<file path="src/rtl/fetch_decode_queue_pkg.sv">
// Shared types for the fetch/decode queue: the decode request slot, the
// stored queue entry and a helper that marks which entry bits a given
// WIDTH actually uses.
package fetch_decode_queue_pkg;

  localparam int WIDTH_MAX = 8;

  // One decode slot as handed from IF to ID
  typedef struct packed {
    logic [31:0] pc;
    logic [31:0] instr;
  } DECODE_REQUIRE;

  // One queue entry, sized for the widest supported bundle
  typedef struct packed {
    logic [WIDTH_MAX-1:0]          mask;
    DECODE_REQUIRE [WIDTH_MAX-1:0] bundle;
  } fdq_entry_t;

  localparam fdq_entry_t FDQ_ZERO_ENTRY = '0;

  // Ones in every bit that belongs to one of the low `width` slots
  function automatic fdq_entry_t fdq_keep_mask(int width);
    fdq_entry_t m;
    m = FDQ_ZERO_ENTRY;
    for (int i = 0; i < WIDTH_MAX; i++) begin
      if (i < width) begin
        m.mask[i]   = 1'b1;
        m.bundle[i] = '1;
      end
    end
    return m;
  endfunction

endpackage

</file>
<file path="src/rtl/fdq_ring_ptr.sv">
// DEPTH-modulo ring pointer used for both the head and the tail of the
// fetch/decode queue. Wraps explicitly at DEPTH-1 so DEPTH need not be a
// power of two.
module fdq_ring_ptr #(
  parameter int DEPTH = 4,
  localparam int PTR_W = $clog2(DEPTH)
) (
  input  logic             clk,
  input  logic             rst,
  input  logic             clr,
  input  logic             inc,
  output logic [PTR_W-1:0] ptr
);

  localparam logic [PTR_W-1:0] LAST = PTR_W'(DEPTH - 1);

  // Clear has priority over increment; increment wraps from LAST to zero
  always_ff @(posedge clk) begin
    if (rst || clr) begin
      ptr <= '0;
    end else if (inc) begin
      ptr <= (ptr == LAST) ? '0 : ptr + PTR_W'(1);
    end
  end

  // The pointer never leaves 0..DEPTH-1
  a_ptr_range: assert property (@(posedge clk) disable iff (rst)
    int'(ptr) < DEPTH);

endmodule

</file>
<file path="src/rtl/fetch_decode_queue.sv">
// Fetch/decode queue: buffers up to DEPTH fetch bundles between IF and ID
// so that fetch can run ahead of a stalled decoder.
// Optional feature: define FETCH_DECODE_QUEUE_BYPASS_EN to let a bundle
// arriving at an empty queue appear on the output in the same cycle.
module fetch_decode_queue
  import fetch_decode_queue_pkg::*;
#(
  parameter int WIDTH = 4,
  parameter int DEPTH = 4,
  localparam int CNT_W = $clog2(DEPTH + 1)
) (
  input  logic                      clk,
  input  logic                      rst,
  input  logic                      flush,
  input  logic                      stall,
  input  logic                      in_valid,
  input  logic [WIDTH-1:0]          in_mask,
  input  DECODE_REQUIRE [WIDTH-1:0] in_bundle,
  output logic                      in_ready,
  output logic                      out_valid,
  output logic [WIDTH-1:0]          out_mask,
  output DECODE_REQUIRE [WIDTH-1:0] out_bundle,
  input  logic                      out_ready,
  output logic [CNT_W-1:0]          count
);

  localparam int PTR_W = $clog2(DEPTH);
  localparam logic [CNT_W-1:0] DEPTH_CNT = CNT_W'(DEPTH);
  localparam fdq_entry_t ENTRY_KEEP = fdq_keep_mask(WIDTH);

  fdq_entry_t       entries [DEPTH];
  fdq_entry_t       in_entry;
  fdq_entry_t       head_entry;
  fdq_entry_t       sel_entry;
  logic [PTR_W-1:0] head_ptr;
  logic [PTR_W-1:0] tail_ptr;
  logic             in_fire;
  logic             out_fire;
  logic             write_en;
  logic             pop_en;
  logic             bypass_active;
  logic             bypass_taken;

  // Handshakes; in_ready looks only at registered state so there is no
  // combinational path from out_ready back to IF
  assign in_ready = (count != DEPTH_CNT) && !rst;
  assign in_fire  = in_valid && in_ready && !flush;

`ifdef FETCH_DECODE_QUEUE_BYPASS_EN
  assign bypass_active = (count == '0) && in_fire && (|in_mask);
  assign bypass_taken  = bypass_active && out_fire;
`else
  assign bypass_active = 1'b0;
  assign bypass_taken  = 1'b0;
`endif

  assign out_valid = ((count != '0) || bypass_active) && !rst;
  assign out_fire  = out_valid && out_ready && !stall && !flush;

  // A bundle with no live slots is accepted but never stored; a bypassed
  // bundle consumed in the same cycle never touches the ring
  assign write_en = in_fire && (|in_mask) && !bypass_taken;
  assign pop_en   = out_fire && !bypass_taken;

  // Widen the incoming bundle to the stored entry format
  always_comb begin
    in_entry                     = FDQ_ZERO_ENTRY;
    in_entry.mask[WIDTH-1:0]     = in_mask;
    in_entry.bundle[WIDTH-1:0]   = in_bundle;
  end

  assign head_entry = entries[head_ptr];
  assign sel_entry  = bypass_active ? in_entry : head_entry;

  // Head data is forced to zero whenever nothing valid is presented
  always_comb begin
    out_mask   = '0;
    out_bundle = '0;
    if (out_valid) begin
      out_mask   = sel_entry.mask[WIDTH-1:0];
      out_bundle = sel_entry.bundle[WIDTH-1:0];
    end
  end

  fdq_ring_ptr #(.DEPTH(DEPTH)) u_head_ptr (
    .clk (clk),
    .rst (rst),
    .clr (flush),
    .inc (pop_en),
    .ptr (head_ptr)
  );

  fdq_ring_ptr #(.DEPTH(DEPTH)) u_tail_ptr (
    .clk (clk),
    .rst (rst),
    .clr (flush),
    .inc (write_en),
    .ptr (tail_ptr)
  );

  // Ring storage: clear on reset/flush, clear the vacated head, write tail
  always_ff @(posedge clk) begin
    if (rst || flush) begin
      for (int i = 0; i < DEPTH; i++) begin
        entries[i] <= FDQ_ZERO_ENTRY;
      end
    end else begin
      if (pop_en) begin
        entries[head_ptr] <= FDQ_ZERO_ENTRY;
      end
      if (write_en) begin
        entries[tail_ptr] <= in_entry;
      end
    end
  end

  // Occupancy tracks writes minus pops; simultaneous ones cancel
  always_ff @(posedge clk) begin
    if (rst || flush) begin
      count <= '0;
    end else begin
      case ({write_en, pop_en})
        2'b10:   count <= count + CNT_W'(1);
        2'b01:   count <= count - CNT_W'(1);
        default: count <= count;
      endcase
    end
  end

  a_count_max: assert property (@(posedge clk) disable iff (rst)
    int'(count) <= DEPTH);

  a_no_underflow: assert property (@(posedge clk) disable iff (rst)
    pop_en |-> (count != '0));

  a_no_overflow: assert property (@(posedge clk) disable iff (rst)
    (write_en && !pop_en) |-> (count != DEPTH_CNT));

  a_head_stable: assert property (@(posedge clk) disable iff (rst)
    (out_valid && !out_fire && !flush) |=> $stable(out_bundle));

  a_unused_slots_zero: assert property (@(posedge clk) disable iff (rst)
    (head_entry & ~ENTRY_KEEP) == FDQ_ZERO_ENTRY);

endmodule

</file>
<file path="config.mk">
export PLATFORM = sky130hd
export DESIGN_NAME = fetch_decode_queue
export DESIGN_NICKNAME = d
export VERILOG_FILES = /design/src/rtl/fetch_decode_queue_pkg.sv /design/src/rtl/fdq_ring_ptr.sv /design/src/rtl/fetch_decode_queue.sv
export SDC_FILE = /design/constraint.sdc
export NUM_CORES = 1
export LEC_CHECK = 0
export CORE_MARGIN = 2
export CORE_UTILIZATION = 45
export DETAILED_ROUTE_END_ITERATION = 10
export GPL_ROUTABILITY_DRIVEN = 0
export PLACE_DENSITY = 0.7
export SLEW_MARGIN = 20
export SYNTH_ARGS = -nofsm -noshare
export SYNTH_HDL_FRONTEND = slang
export SYNTH_SLANG_ARGS = --single-unit
</file>
<file path="constraint.sdc">
create_clock -name clk -period 33.2 [get_ports clk]
set_clock_uncertainty 0.2 [all_clocks]
set_input_delay 8.3 -clock clk [delete_from_list [all_inputs] [get_ports clk]]
set_output_delay 8.3 -clock clk [all_outputs]
set_load 0.1 [all_outputs]
</file>
After elaboration in Yosys (flattened, before gate mapping)
Memory sizes are Yosys's and may differ from the RTL's. A register that Yosys moved wholly into a read port is not among the register bits. Index checks and enable logic that the tools add are counted. Widths: inputs -> output; s select.

Output and inout bits: 265. Memories: 1. Flip-flop bits (word level): 7. Bits in writable memories: 1040.

Muxes and demuxes: 21. Reductions and logical operators: 17. Equal/unequal tests: 5. Add/subtract/negate cells: 4.

Memory list: entries (depth 4, bits a word 260, rd ports 1, clocked after Yosys merged registers in 1, wr ports 4, RTL line fetch_decode_queue.sv:31) `fdq_entry_t entries [DEPTH];`.

Operator list (number): $mux 260 (2); $reduce_or 260->1 (2); $mux 256 (1); $mux 2 (6); $mux 1 (10); $logic_and 1x1->1 (8); $eq 2x2->1 const B (3); $pmux 3 s2 (1); $add 2x1->2 const B (2); $mux 4 (1); $reduce_or 4->1 (1); $add 3x1->3 const B (1); $logic_not 1->1 (3); $ne 3x3->1 const B (1); $reduce_bool 3->1 (1); $sub 3x1->3 const B (1); $eq 2x1->1 const B (1); $reduce_bool 2->1 (1); $logic_or 1x1->1 (1).

Depth between registers and ports, before layout
Gate-level depths: netlist of run 1.

Depth after elaboration: 10. Mapped depth: 10. Mapped depth without buffers: 9.

Hierarchy
A second synthesis of run 1 with hierarchy kept.

Cells, all modules: 2859. Area total of the unflattened synthesis: 46692.3 um^2.

By module, submodules not included: fetch_decode_queue (area each 46502.1 um^2, cells each 2843, times used 1); fdq_ring_ptr (area each 95.1 um^2, cells each 8, times used 2).

Worst setup path before layout of run 1
Ideal clock, no wire load.

Path type: in2reg. Start point: input port flush. End point: memory entries[0][0] (netlist bit) (enable). Setup slack: 4.576 ns. Setup time: 1.242 ns. Data arrival time: 27.182 ns. Stages: 4. Cells stage by stage: nand2b_1 a2111o_1 buf_1 o21ai_0.

RTL lines: start, declared (RTL line fetch_decode_queue.sv:14) `input logic flush,`; end, declared (RTL line fetch_decode_queue.sv:31).

==> results of run 1 <==
[layout by cell type, fill, tap and decap left out, types with 2 or more instances in the layout]
master | Yosys | layout
dfxtp_4 | 0 | 2
edfxtp_1 | 1040 | 1040
or3_1 | 2 | 2
diode_2 | 0 | 10
ha_1 | 6 | 6
mux4_2 | 260 | 260
nor3_1 | 277 | 277
and2_1 | 260 | 260
clkbuf_1 | 168 | 29
inv_16 | 0 | 2
clkdlybuf4s50_1 | 0 | 528
nand2b_1 | 2 | 2
bufinv_16 | 0 | 12
clkinv_8 | 0 | 2
clkinvlp_4 | 0 | 4
nor2_1 | 6 | 6
nor3_2 | 763 | 763
buf_4 | 2 | 51
clkbuf_16 | 0 | 113
xor2_1 | 2 | 2
clkinv_2 | 0 | 18
dfxtp_1 | 9 | 7
inv_1 | 269 | 269
or2_2 | 2 | 2
o221ai_4 | 0 | 3
nand2_1 | 5 | 5
buf_12 | 0 | 6
clkinv_1 | 0 | 22
inv_8 | 0 | 4
a21oi_1 | 3 | 3
mux2i_1 | 4 | 4
[worst reg2reg max path, delay by kind of cell, from the launching register on]
family                 cells  cell delay [ps]
and+or+nand+nor            2              310
AOI/OAI and AO/OA          1              670
DFF                        1              360
buffers and inverters      7             5880
[through the flow]
step	area [um2]	utilization, %	hold WS (ps)	power [W]	setup WS, ps
global route	60700	53.9	355	0.00308	12630
detailed placement	57000	50.6	306	0.00178	12840
global placement	57000	50.6	292	0.00178	13010
CTS	60600	53.8	314	0.00301	12850
finish	60700	53.9	315	0.00299	12830
floorplan	51200	-	271	0.00173	4580
[worst max-delay path by stage]
stage	slack [ps]	startpoint	to	depth (start not counted)
3_5_place_dp	12840	rst	out_bundle[69]	6
2_1_floorplan	4580	flush	entries[0][0]	4
5_1_grt	12630	rst	out_bundle[66]	6
3_3_place_gp	13010	rst	out_bundle[116]	6
6_report	12830	rst	out_bundle[155]	6
4_1_cts	12850	rst	out_bundle[69]	6
[flip-flops by register name, summed over array words and instances (netlist names), named ones only]
register and count:
u_tail_ptr.ptr 2, u_head_ptr.ptr 2, count 3, entries 1040
[per-layer routing]
metal | GRT usage, % | part of all wire [%]
met3 | 4.52 | 7.2
met2 | 33.3 | 49
met5 | 0 | 0.17
met4 | 6.21 | 2.2
met1 | 28.5 | 42
[power groups by stage]
stage | sequential (W) | combinational [W] | clock (W)
CTS | 0.00154 | 0.000221 | 0.00126
floorplan | 0.00160 | 0.000139 | 0
global placement | 0.00156 | 0.000221 | 0
finish | 0.00154 | 0.000219 | 0.00124
global route | 0.00154 | 0.000233 | 0.00131
detailed placement | 0.00156 | 0.000220 | 0
[cells by family (layout without fill, tap and decap cells)]
kind of cell               Yosys count  in the layout  share of synthesized area, %
and+or+nand+nor                   1322           1322                          21.0
other                                0             10                             0
buffers and inverters              588           1063                          5.74
adders and majority gates            7              7                         0.186
DFF                               1049           1049                          61.4
muxes                              264            264                          11.5
xor gates and xnor gates             2              2                        0.0342
AOI/OAI and AO/OA                   10             10                         0.134
[area by class of cell]
class | count | area share [%]
diodes | 10 | 0.0412
clock buffers | 142 | 4.84
clock inverters | 62 | 1.08
inverters | 273 | 1.74
multi-input cells | 1605 | 27.9
flip-flops and latches | 1049 | 51.8
well taps | 1500 | 3.09
repair buffers | 586 | 9.58
==> reports/qor.yml, run 1 <==
cts_tree: "built"
ys_warn_count: 0
io_buffer_count: 530
seq_power_share_pct: 51.3
final-setup-viol-count: 0
place_inst: 5012
clockRootBuffer: "clkbuf_16"
grt_max_degree: 179
drt_iter0_markers: 2366
crit_chain: "clkdlybuf4s50_1 -> nor2b_4 -> buf_4 -> buf_4 -> and2_1 -> clkdlybuf4s50_1"
clk_latency_ps: 690
timing.final.crit_share_pct: 61.4
rsz0062_at_grt: "false"
die_area_um2: 116000
nets: 3899
grt_remaining_overflow: 0
io_pins: 531
relSlewSlack_pct: 15.8
leakagePower_nw: 20.4
synth_top_cell_area_share_pct: 61.0
avgSynthCellArea_um2: 15.8
grt_pass1_wl_mm: 185
path_clk_slew_ps: 60
p_sw_w: 0.000682
hpwl_mm: 68.6
synth_common_cells: "edfxtp_1 (1,040), nor3_2 (763), nor3_1 (277)"
crit_path_end_kind: "primary output"
rows: 123
rr_worst_depth: 10
hp-class: "flop to flop"
holdPathEnd: "u_tail_ptr.ptr[0]"
r2r_end: "entries[0][154]"
wl_mm: 122
min_path_cells: 2
cts_resized: 0
syn_inst: 3242
grtUsageTotal_pct: 20.8
route.vias.total: 28892
min_from: "u_tail_ptr.ptr[0]"
cts_hold_buf: 0
clockPowerShare_pct: 41.3
yosysSeqAreaShare_pct: 61.4
ys.flop_type: "edfxtp_1"
core_area_um2: 113000
combPwrFrac_pct: 7.3
period_needed_ps: 20370
max_freq_mhz: 49.1
ys_types: 31
start_util_pct: 45.4
tightest_slew_ps: 1260
synth_edf_count: 1040
cp_max_fo: 100
cts_sinks: 1049
p_per_area_nw_per_um2: 49.3
ant_nets: 0
worst_path_max_delay_cell: "clkdlybuf4s50_1"
cts_buffer_depth: 3
max_stage_delay_ps: 1140
numCtsBuffers: 111
first_global_vias: 29931
ys_ff_latch: 1049
worst-path-buf-inv: 4
cp_top_family: "buffers and inverters"
totalNegativeSetupSlack_ps: 0
wl_per_cell_um: 23.3
p_int_w: 0.00231
maxCapViolCount: 0
area.growth.synth_to_final_pct: 18.6
start_kind: "input pin"
syn-num-nets: 3515
multi_input_area_um2: 16900
cts_setup_buffers: 0
synthTopCellsByArea: "edfxtp_1 (61%), nor3_2 (15%), mux4_2 (11%), and2_1 (3.2%), nor3_1 (2.7%)"
r2r_start: "count[1]"
drtPass1Iterations: 5
crit_type: "input pin to primary output"
avgViaCountPerCell: 5.53
slew_viol_final: 0
cts_htree_levels: 3
seq_area_um2: 31400
die_x_um: 341
status: "completed"
stdcell_count: 5227
synth_top_cell_by_area: "edfxtp_1"
vdd_drop_max_v: 0.0000425
async_reset_ff_share_pct: 0
drive_above_1_share_pct: 33.6
hold_viol_final: 0
die_h_um: 341
synth_most_common_cell: "edfxtp_1"
drc: 0
rrSetupSlack_ps: 25480
antenna_found_initial: 26
cp.required_ps: 24700
nFillCells: 9186
cp_data_arrival_time_ps: 11870
netlist_area_um2: 51200
swShare_pct: 22.8
Power figures use the tool's default switching activity.
==> run 2, diff against run 1 <==
--- a/config.mk
+++ b/config.mk
@@ -9,7 +9,7 @@
 export CORE_UTILIZATION = 45
 export DETAILED_ROUTE_END_ITERATION = 10
 export GPL_ROUTABILITY_DRIVEN = 0
-export PLACE_DENSITY = 0.7
+export PLACE_DENSITY = 0.72
 export SLEW_MARGIN = 20
 export SYNTH_ARGS = -nofsm -noshare
 export SYNTH_HDL_FRONTEND = slang
==> constraint.sdc (replaced) <==
create_clock -name clk -period 18.6 [get_ports clk]
set_clock_uncertainty 0.2 [all_clocks]
set_input_delay 4.65 -clock clk [delete_from_list [all_inputs] [get_ports clk]]
set_output_delay 4.65 -clock clk [all_outputs]
set_load 0.1 [all_outputs]
==> reports/qor.yml, run 2 (synthesis gave the netlist of run 1 again) <==
cp_data_arrival_time_ps: 7900  # -3970 ps
r2r_end: "entries[1][102]"
die_area_um2: 116000  # unchanged
start_kind: "input pin"
leakagePower_nw: 20.3  # -0.28%
swShare_pct: 22.7  # -0.066 points
crit_type: "input pin to primary output"
rows: 123  # unchanged
clockRootBuffer: "clkbuf_16"
crit_path_end_kind: "primary output"
numCtsBuffers: 108  # -2.7%
vdd_drop_max_v: 0.0000742  # +74%
tightest_slew_ps: 1330  # +67.0 ps
final-setup-viol-count: 0  # unchanged
max_stage_delay_ps: 1140  # about the same
cp_top_family: "buffers and inverters"
die_x_um: 341  # unchanged
grt_pass1_wl_mm: 183  # -1.1%
worst_path_max_delay_cell: "clkdlybuf4s50_1"
grtUsageTotal_pct: 20.5  # -0.29 points
min_from: "u_tail_ptr.ptr[1]"
wl_mm: 121  # -0.69%
wl_per_cell_um: 23.1  # -0.67%
drtPass1Iterations: 5  # unchanged
worst-path-buf-inv: 4  # unchanged
cts_resized: 0  # unchanged
cts_hold_buf: 0  # unchanged
drt_iter0_markers: 2196  # -7.2%
core_area_um2: 113000  # unchanged
hp-class: "flop to flop"
cts_buffer_depth: 3  # unchanged
wl_met2_mm: 59.2  # -0.69%
clockPowerShare_pct: 40.5  # -0.8 points
met3_length_mm: 8.59  # -1.7%
cts_setup_buffers: 0  # unchanged
drc: 0  # unchanged
status: "completed"
cts_htree_levels: 3  # unchanged
first_global_vias: 29912  # -0.063%
nets: 3899  # unchanged
antenna_found_initial: 24  # -7.7%
cp_max_fo: 93  # -7.0%
max_freq_mhz: 78.4
grt_max_degree: 165  # -7.8%
p_int_w: 0.00406  # +76%
ant_nets: 0  # unchanged
hpwl_mm: 68.7  # about the same
drive_above_1_share_pct: 33.5  # -0.072 points
route.vias.total: 28815  # -0.27%
io_buffer_count: 530  # unchanged
maxCapViolCount: 0  # unchanged
place_inst: 5014  # +0.040%
p_sw_w: 0.00119  # +75%
grt_remaining_overflow: 0  # unchanged
r2r_start: "count[0]"
period_needed_ps: 12750
largest_reg_flops: 1040  # unchanged
drt-met1-wl_mm: 50.2  # -0.72%
combPwrFrac_pct: 7.4  # about the same
die_h_um: 341  # unchanged
hold_viol_final: 0  # unchanged
final_common_cell: "edfxtp_1"
avgViaCountPerCell: 5.51  # -0.25%
stdcell_count: 5226  # -0.019%
relSlewSlack_pct: 11.3  # -4.5 points
top_register: "entries"
seq_power_share_pct: 52.2  # +0.9 points
top_layer_used: "met5"
io_pins: 531  # unchanged
largest_registers: "entries: 1040 flops, count: 3 flops"
hold_ws_ps: 308  # -6.65 ps
rrSetupSlack_ps: 12650  # -12,830 ps
clk_latency_ps: 680  # about the same
slew_viol_final: 0  # unchanged
path_clk_slew_ps: 60  # about the same
rsz0062_at_grt: "false"
area.growth.synth_to_final_pct: 18.3
final_cell_mix: "edfxtp_1 (1,040), nor3_2 (763), clkdlybuf4s50_1 (530)"
holdPathEnd: "u_tail_ptr.ptr[1]"
min_path_cells: 2  # unchanged
rr_worst_depth: 8  # -2
cts_sinks: 1049  # unchanged
cp.required_ps: 13750  # -10,950 ps
p_per_area_nw_per_um2: 86.7  # +76%
timing.final.crit_share_pct: 68.6
cts_tree: "built"
crit_chain: "clkdlybuf4s50_1 -> nor2b_4 -> buf_4 -> buf_4 -> and2_1 -> clkdlybuf4s50_1"
start_util_pct: 45.4  # unchanged
run 2: changes by cell type in the layout (fill, tap and decap cells not counted), moves of 2 or more:
cell / change
clkinv_2: +2
clkinv_1: +8
clkdlybuf4s50_1: +2
bufinv_16: -3
clkbuf_1: -8
buf_12: -2
run 2: how the worst max path moves through the flow:
| stage | from | end | slack [ps] | cells after the start |
|---|---|---|---|---|
| 2_1_floorplan | rst | entries[1][0] | -850 | 3 |
| 3_3_place_gp | rst | out_bundle[154] | 5960 | 6 |
| 3_5_place_dp | rst | out_bundle[112] | 5820 | 6 |
| 4_1_cts | rst | out_bundle[112] | 5820 | 6 |
| 5_1_grt | rst | out_bundle[118] | 5650 | 6 |
| 6_report | rst | out_bundle[112] | 5850 | 6 |
run 2: final cells by class:
type / instances / area (um2)
fillers: 9062 / 52100
flip-flops and latches: 1049 / 31400
multi-input cells: 1605 / 16900
repair buffers: 589 / 5840
clock buffers: 133 / 2880
well taps: 1500 / 1880
inverters: 273 / 1050
clock inverters: 67 / 567
diodes: 10 / 25.0
run 2: per-stage QoR:
step                utilization, %  TNS (ps)  power (W)  cell area [um2]  setup slack [ps]
finish                        53.8         0    0.00525            60600              5850
floorplan                        -   -443530    0.00308            51200              -853
global placement              50.6         0    0.00318            57000              5960
CTS                           53.7         0    0.00529            60500              5820
global route                  53.8         0    0.00541            60600              5650
detailed placement            50.6         0    0.00318            57000              5820
run 2: metal layers:
layer	vias up	GRT usage, %
met4	28	5.58
met2	928	33.0
met5	-	0
met3	182	4.44
met1	14687	28.2
li1	12990	-
run 2: power groups by stage:
stage	Sequential (W)	Combinational, W	Clock, W
2_1_floorplan	0.00283	0.000248	0
3_3_place_gp	0.00279	0.000390	0
3_5_place_dp	0.00279	0.000390	0
4_1_cts	0.00274	0.000391	0.00216
5_1_grt	0.00275	0.000411	0.00224
6_report	0.00274	0.000387	0.00212
run 2: worst reg2reg max path, stage by stage (launching register included):
cell	delay, ps
dfxtp_1	380
nor2_1	150
a2111o_2	180
buf_12	670
buf_4	1040
buf_4	1020
buf_4	890
buf_4	960
nor3_1	170
==> run 3, diff against run 2 <==
--- a/config.mk
+++ b/config.mk
@@ -9,7 +9,7 @@
 export CORE_UTILIZATION = 45
 export DETAILED_ROUTE_END_ITERATION = 10
 export GPL_ROUTABILITY_DRIVEN = 0
-export PLACE_DENSITY = 0.72
+export PLACE_DENSITY = 0.7
 export SLEW_MARGIN = 20
 export SYNTH_ARGS = -nofsm -noshare
 export SYNTH_HDL_FRONTEND = slang
==> constraint.sdc (replaced) <==
create_clock -name clk -period 13.14 [get_ports clk]
set_clock_uncertainty 0.2 [all_clocks]
set_input_delay 3.285 -clock clk [delete_from_list [all_inputs] [get_ports clk]]
set_output_delay 3.285 -clock clk [all_outputs]
set_load 0.1 [all_outputs]
==> reports/qor.yml, run 3 (synthesis gave the netlist of run 1 again) <==
ant_nets: 0  # unchanged
totalNegativeSetupSlack_ps: 0  # unchanged
p_int_w: 0.00573  # +41%
final_cell_mix: "edfxtp_1 (1,040), nor3_2 (763), clkdlybuf4s50_1 (530)"
clockPowerShare_pct: 40.2  # -0.3 points
die_h_um: 341  # unchanged
largest_registers: "entries: 1040 flops, count: 3 flops"
p_per_area_nw_per_um2: 122  # +41%
max_stage_delay_ps: 1140  # about the same
nets: 3892  # -0.18%
cts_buffer_depth: 3  # unchanged
multi_input_area_um2: 16900  # about the same
cp_data_arrival_time_ps: 6530  # -1370 ps
antenna_found_initial: 20  # -17%
period_needed_ps: 10010
cts_htree_levels: 3  # unchanged
route.vias.total: 28753  # -0.22%
seq_power_share_pct: 52.3  # about the same
rows: 123  # unchanged
final-setup-viol-count: 0  # unchanged
pre_cts_ws_ps: 3060  # -2760 ps
swShare_pct: 22.7  # -0.078 points
crit_path_end_kind: "primary output"
leakagePower_nw: 20.3  # -0.26%
drc: 0  # unchanged
wl_per_cell_um: 23.2  # +0.33%
hp-class: "flop to flop"
grt_max_degree: 177  # +7.3%
relSlewSlack_pct: 16.1  # +4.7 points
avgViaCountPerCell: 5.52  # +0.11%
io_buffer_count: 530  # unchanged
die_x_um: 341  # unchanged
hold_viol_final: 0  # unchanged
clk_latency_ps: 680  # about the same
hpwl_mm: 67.4  # -1.8%
final_common_cell: "edfxtp_1"
first_global_vias: 29490  # -1.4%
cts_setup_buffers: 0  # unchanged
largest_reg_flops: 1040  # unchanged
cts_resized: 0  # unchanged
worst_path_max_delay_cell: "clkdlybuf4s50_1"
nFillCells: 9150  # +0.97%
crit_type: "input pin to primary output"
worst-path-buf-inv: 4  # unchanged
cts_sinks: 1049  # unchanged
final_util_pct: 53.7  # about the same
cp_max_fo: 163  # +75%
cts_tree: "built"
area.growth.synth_to_final_pct: 18.2  # about the same
numCtsBuffers: 110  # +1.9%
die_area_um2: 116000  # unchanged
slew_viol_final: 0  # unchanged
grt_pass1_wl_mm: 184  # +0.42%
wl_mm: 121  # about the same
grt_remaining_overflow: 0  # unchanged
path_common_cell: "clkdlybuf4s50_1"
top_register: "entries"
layout_setup_ws_ps: 3130  # -2720 ps
drt_iter0_markers: 2410  # +9.7%
start_kind: "input pin"
drive_above_1_share_pct: 33.1  # -0.43 points
crit_chain: "clkdlybuf4s50_1 -> nor2b_4 -> buf_12 -> buf_4 -> and2_1 -> clkdlybuf4s50_1"
start_util_pct: 45.4  # unchanged
rsz0062_at_grt: "false"
clockRootBuffer: "clkbuf_16"
grtUsageTotal_pct: 20.6  # +0.12 points
combPwrFrac_pct: 7.4  # about the same
path_clk_slew_ps: 60  # about the same
cp.required_ps: 9650  # -4100 ps
vdd_drop_max_v: 0.000102  # +38%
maxCapViolCount: 0  # unchanged
cp_top_family: "buffers and inverters"
core_area_um2: 113000  # unchanged
tightest_slew_ps: 1260  # -70.8 ps
p_sw_w: 0.00168  # +41%
seq_area_um2: 31400  # unchanged
max_freq_mhz: 99.9
timing.final.crit_share_pct: 76.2
cts_hold_buf: 0  # unchanged
status: "completed"
drtPass1Iterations: 5  # unchanged
io_pins: 531  # unchanged
[run 3: cell types whose count changed in the layout (fill, tap and decap cells not counted), sizes merged]
| cell | previous run | this run |
|---|---|---|
| buf | 59 | 50 |
| clkinv | 51 | 45 |
| clkbuf | 133 | 138 |
| clkinvlp | 4 | 1 |
| diode | 10 | 8 |
| inv | 276 | 274 |
[run 3: cell type report]
cell class	instances	share of cell area (%)
Antenna cell	8	0.0331
Clock buffer	138	4.76
Clock inverter	56	0.837
Inverter	273	1.74
Multi-Input combinational cell	1605	27.9
Sequential cell	1049	51.9
Tap cell	1500	3.10
Timing Repair Buffer	580	9.67
[run 3: stage by stage]
stage	std cells	cell area [um2]	hold slack, ps	power, W
3_5_place_dp	5006	57100	305	0.00451
2_1_floorplan	3242	51200	271	0.00435
3_3_place_gp	5006	57100	291	0.00450
5_1_grt	5206	60500	323	0.00764
4_1_cts	5200	60500	314	0.00748
6_report	5209	60500	311	0.00741
[run 3: final timing paths]
path                          start           endpoint  slack (ps)  depth (start not counted)
setup / recovery                rst     out_bundle[92]        3130                          6
hold / removal    u_tail_ptr.ptr[1]  u_tail_ptr.ptr[1]         310                          2
setup reg to reg           count[0]    entries[0][127]        8170                          7
hold reg to reg   u_tail_ptr.ptr[1]  u_tail_ptr.ptr[1]         310                          2
[run 3: tightest hold or removal path, stage by stage, from the launching register on]
cell and delay (ps):
dfxtp_1 340, nand2_1 70, mux2i_1 60
[run 3: power groups by stage]
stage                     logic, W  registers [W]  clock network (W)
after floorplan           0.000351        0.00400                  0
after global placement    0.000557        0.00394                  0
after detailed placement  0.000556        0.00395                  0
after CTS                 0.000558        0.00388            0.00304
after global routing      0.000585        0.00389            0.00316
final                     0.000550        0.00388            0.00298
[run 3: per-layer routing]
layer / vias to the layer above / GRT usage [%] / wire length (um)
met5: - / 0 / 161
met4: 26 / 5.03 / 2380
met3: 164 / 4.62 / 8910
met2: 927 / 33.1 / 59400
met1: 14687 / 28.6 / 50100
li1: 12949 / - / -
